<file path="src/rtl/rr_arbiter4.sv">
// rr_arbiter4: four-requester round-robin arbiter with tenure hold limit.
//
// Ports:
//   clk               single clock, all logic on posedge
//   rstn              synchronous active-low reset
//   req0..req3        level requests, held until end of tenure
//   eot0..eot3        end-of-transfer pulses; only the current owner's is honoured
//   gnt0..gnt3        registered grants, one-hot or zero
//   busy              registered, high while any grant is high
//   timeout           registered one-cycle pulse when a tenure is cut by the hold limit
//
// Parameter:
//   MAX_HOLD          maximum cycles a grant may be held (2..65535)

module rr_arbiter4 #(
  parameter int unsigned MAX_HOLD = 64
) (
  input  logic clk,
  input  logic rstn,
  input  logic req0,
  input  logic req1,
  input  logic req2,
  input  logic req3,
  input  logic eot0,
  input  logic eot1,
  input  logic eot2,
  input  logic eot3,
  output logic gnt0,
  output logic gnt1,
  output logic gnt2,
  output logic gnt3,
  output logic busy,
  output logic timeout
);

  localparam int unsigned CW = $clog2(MAX_HOLD + 1);
  localparam logic [CW-1:0] HOLD_LIMIT = CW'(MAX_HOLD);

  localparam logic [0:0] IDLE = 1'b0;
  localparam logic [0:0] OWN  = 1'b1;

  logic [3:0]    req;
  logic [3:0]    eot;
  logic [0:0]    state_q, state_d;
  logic [3:0]    gnt_q, gnt_d;
  logic [1:0]    last_q, last_d;   // doubles as the owner index while in OWN
  logic [CW-1:0] hold_q, hold_d;
  logic          busy_q, busy_d;
  logic          timeout_q, timeout_d;

  logic          win_valid;
  logic [1:0]    win_idx;
  logic [1:0]    idx;
  logic          rel_eot, rel_abort, rel_hold;

  assign req = {req3, req2, req1, req0};
  assign eot = {eot3, eot2, eot1, eot0};

  // Round-robin search starting just after the last winner.
  always_comb begin
    win_valid = 1'b0;
    win_idx   = 2'd0;
    idx       = 2'd0;
    for (int k = 1; k <= 4; k++) begin
      idx = last_q + 2'(k);
      if (!win_valid && req[idx]) begin
        win_valid = 1'b1;
        win_idx   = idx;
      end
    end
  end

  always_comb begin
    state_d   = state_q;
    gnt_d     = gnt_q;
    last_d    = last_q;
    hold_d    = hold_q;
    timeout_d = 1'b0;
    rel_eot   = eot[last_q];
    rel_abort = !req[last_q];
    rel_hold  = (hold_q == HOLD_LIMIT);

    case (state_q)
      IDLE: begin
        gnt_d = 4'b0000;
        if (win_valid) begin
          state_d = OWN;
          gnt_d   = 4'b0001 << win_idx;
          last_d  = win_idx;
          hold_d  = CW'(1);
        end
      end
      default: begin
        if (rel_eot || rel_abort || rel_hold) begin
          state_d   = IDLE;
          gnt_d     = 4'b0000;
          // eot/abort take precedence over the hold limit.
          timeout_d = rel_hold && !rel_eot && !rel_abort;
        end else if (hold_q != HOLD_LIMIT) begin
          hold_d = hold_q + CW'(1);
        end
      end
    endcase

    busy_d = |gnt_d;
  end

  always_ff @(posedge clk) begin
    if (!rstn) begin
      state_q   <= IDLE;
      gnt_q     <= 4'b0000;
      last_q    <= 2'd3;
      hold_q    <= '0;
      busy_q    <= 1'b0;
      timeout_q <= 1'b0;
    end else begin
      state_q   <= state_d;
      gnt_q     <= gnt_d;
      last_q    <= last_d;
      hold_q    <= hold_d;
      busy_q    <= busy_d;
      timeout_q <= timeout_d;
    end
  end

  assign gnt0    = gnt_q[0];
  assign gnt1    = gnt_q[1];
  assign gnt2    = gnt_q[2];
  assign gnt3    = gnt_q[3];
  assign busy    = busy_q;
  assign timeout = timeout_q;

endmodule

</file>
<file path="config.mk">
export PLATFORM = sky130hd
export DESIGN_NAME = rr_arbiter4
export DESIGN_NICKNAME = d
export VERILOG_FILES = /design/src/rtl/rr_arbiter4.sv
export SDC_FILE = /design/constraint.sdc
export NUM_CORES = 1
export LEC_CHECK = 0
export CORE_ASPECT_RATIO = 0.9
export CORE_MARGIN = 5
export CORE_UTILIZATION = 45
export CTS_CLUSTER_SIZE = 28
export DETAILED_ROUTE_END_ITERATION = 12
export PLACE_DENSITY = 0.67
export SLEW_MARGIN = 20
export SYNTH_ARGS = -nofsm -noshare
export SYNTH_HDL_FRONTEND = slang
export SYNTH_SLANG_ARGS = --single-unit
</file>
<file path="constraint.sdc">
create_clock -name clk -period 2.8 [get_ports clk]
set_input_delay 0.42 -clock clk [delete_from_list [all_inputs] [get_ports clk]]
set_output_delay 0.42 -clock clk [all_outputs]
set_load 0.02 [all_outputs]
</file>
==> run_results.csv <==
group,metric,value,unit
place,gp_congestion,0.8058,
sta,finalHoldViolations,0,
synth,synth_most_common_cell,"dfxtp_1",
setup_path,r2r_setup_slack,930,ps
grt,overflow,0,
detailed_routing,route.met2.wl,682,um
cells_and_area,regArea,320.3,sq um
synth,synth_area,838.3,sq um
sta,fin_skew,3.051,ps
synth,synth_common_cells,"dfxtp_1 (16), nand2_1 (9), nand2b_1 (6)",
setup_path,setup.worst_path.end_class,"register",
clock_tree,h-tree-depth,1,
clock_tree,cts.sinks,16,
synth,yosys_warnings,0,
hold_path,min_path_type,"reg -> reg",
detailed_routing,drt_iter0_drc,17,
detailed_routing,ant_nets,0,
cells_and_area,fin_nets,127,
hold_path,holdCritStartpoint,"hold_q[1]",
cells_and_area,diodes,0,
synth,synth_top_family_by_area,"simple AND/OR/NAND/NOR gates",
detailed_routing,top_layer,"met4",
floorplan,initial_core_util,0.4883,
setup_path,rr_startpoint,"last_q[1]",
detailed_routing,wl_met1,982,um
synth,muxShareOfSynthArea,0.03881,
detailed_routing,post_drt_wl_per_cell,13.06,um
cells_and_area,syn_to_final_growth,24.63,%
setup_path,arrival,2300,ps
power,peakVddDrop,0.3527,mV
sta,maxSlewViolCount,0,
floorplan,die_area,0.002827,sq mm
synth,synth-simple-area-share,0.3060,
sta,fin_crit_sh,0.7514,
sta,fmax,0.4753,GHz
grt,grt_start_max_net_pins,17,
synth,synth_area_leaders,"dfxtp_1 (38%), nand2b_1 (4.5%), nand2_1 (4.0%)",
cells_and_area,drive_gt1_frac,0.08772,
clock_tree,insertion_delay,290,ps
synth,ys.flop_type,"dfxtp_1",
grt,track_usage,0.1350,
synth,ys_types,39,
hold_path,hold_depth,2,
sta,slew_headroom,0.6568,
grt,antenna_found_initial,0,
synth,ys_seq_elements,16,
grt,grt_pass1_vias,677,
detailed_routing,dr.pass1.iters,4,
clock_tree,ctsHoldBuffers,0,
place,dp_hpwl,1327,um
power,p_leak,0.0003930,uW
setup_path,worst-path-max-fanout,6,
clock_tree,root_buffer,"clkbuf_4",
hold_path,holdPathEnd,"hold_q[1]",
cells_and_area,multiInputGateArea,485.5,sq um
detailed_routing,drc,0,
setup_path,rr_worst_depth,4,
synth,synth-seq-area-share,0.3821,
power,p_per_area,497.5,mW/mm^2
synth,synth_adder_area_share,0.02985,
clock_tree,cts_setup_buffers,0,
synth,syn_avg_cell_area,8.554,sq um
clock_tree,cts_buffer_depth,2,
floorplan,die_w,55.50,um
place,port_buffers,15,
synth,synth_top_cell_by_area,"dfxtp_1",
detailed_routing,num_vias,751,
run_status,outcome,"finished clean",
sta,setup_violations,0,
synth,synth_compound_area_frac,0.2045,
floorplan,core_area,0.001717,sq mm
setup_path,critPathRequiredTime,2990,ps
synth,synth_edf_count,0,
clock_tree,clkTransAtPathRegs,90,ps
sta,post-route-min-period,2104,ps
setup_path,start_kind,"input port",
synth,synth_top_cell_area_share,0.3821,
synth,syn-num-nets,110,
synth,synth_cells,98,
floorplan,rows,14,
job,max-cap-violations,0,
sta,worstMarginPinSlew,513.2,ps
setup_path,r2r-end,"hold_q[5]",
clock_tree,cts_tree,"built",
cells_and_area,num-fill-cells,170,
clock_tree,numCtsBuffers,3,
setup_path,critPathKind,"in -> reg",
synth,synth_xor_area_frac,0,
sta,finalSetupTns,0,ps
grt,grt_pass1_wl,3091,um
detailed_routing,dr_wl_met3,125,um
sta,rsz0062_at_grt,"no",
synth,async_reset_ff_frac,0,
clock_tree,post_cts_resized,0,
detailed_routing,drt_wl_total,1802,um
floorplan,ioPinCount,16,
detailed_routing,via_per_inst,5.442,
cells_and_area,fin_util,0.6086,
floorplan,fp.dieH,50.95,um
==> cell type report <==
| type | instances | area share |
|---|---|---|
| inverters | 4 | 0.01437 |
| repair buffers | 16 | 0.1509 |
| flip-flops and latches | 16 | 0.3066 |
| multi-input cells | 74 | 0.4647 |
| well taps | 24 | 0.02874 |
| clock buffers | 4 | 0.03473 |
==> state kept, by name, indices dropped and copies added (netlist names) <==
register	flops
state_q	1
gnt_q	4
last_q	2
hold_q	7
busy	1
timeout	1
==> through the flow <==
stage | power (uW) | setup slack [ps] | std cells | area [sq um] | hold WS (ps)
6_report | 519.8 | 696.1 | 138 | 1045 | 518.4
4_1_cts | 525.7 | 714.5 | 138 | 1045 | 521.0
3_3_place_gp | 372.1 | 426.0 | 134 | 1008 | 498.9
3_5_place_dp | 372.0 | 407.9 | 134 | 1008 | 505.0
5_1_grt | 558.9 | 613.0 | 138 | 1045 | 553.3
2_1_floorplan | 330.1 | 1043 | 98 | 838.3 | 466.9
==> cell families after synthesis <==
family          Yosys count
buf+inv                   8
compound gates           25
flops                    16
mux                       2
simple gates             45
fa+ha+maj                 2
==> worst max-delay path, stage by stage <==
cell and delay [ps]:
clkdlybuf4s50_1 570, nand2b_1 80, mux4_2 520, o21ai_1 350
a211oi_1 130, a31o_2 220
==> cells in the final DEF, fill, tap and decap left out, types with 2 or more instances in the layout <==
master           count
or2_2                2
inv_1                4
nand3_1              4
clkbuf_4             3
and3b_1              2
nand2_1              9
and3_1               2
nor4_1               2
nor2_1               5
dfxtp_1             16
clkdlybuf4s50_1     15
a211oi_1             2
nor2b_1              4
a21oi_1              4
nand2b_1             6
o21ai_0              5
ha_1                 2
and2_1               3
o2bb2ai_1            2
==> per-layer routing <==
| layer | vias to the layer above | track usage |
|---|---|---|
| met5 | - | 0 |
| met4 | 0 | 0.02429 |
| met3 | 2 | 0.07557 |
| met2 | 20 | 0.1909 |
| met1 | 341 | 0.1806 |
| li1 | 388 | - |
==> worst max path at each step <==
stage | startpoint | endpoint | slack (ps) | cells after the start
final | req3 | hold_q[5] | 700 | 6
after global routing | req3 | busy | 610 | 7
after CTS | req3 | hold_q[5] | 710 | 6
after detailed placement | req3 | hold_q[5] | 410 | 6
after global placement | req2 | hold_q[5] | 430 | 6
after floorplan | eot3 | hold_q[3] | 1040 | 5
==> power by group <==
part	switching (uW)	internal, uW	total, uW
combinational	55.2	56.1	111
clock	73.7	79.2	153
sequential	14.3	241	256
total	143	377	520
Power figures use the tool's default switching activity.
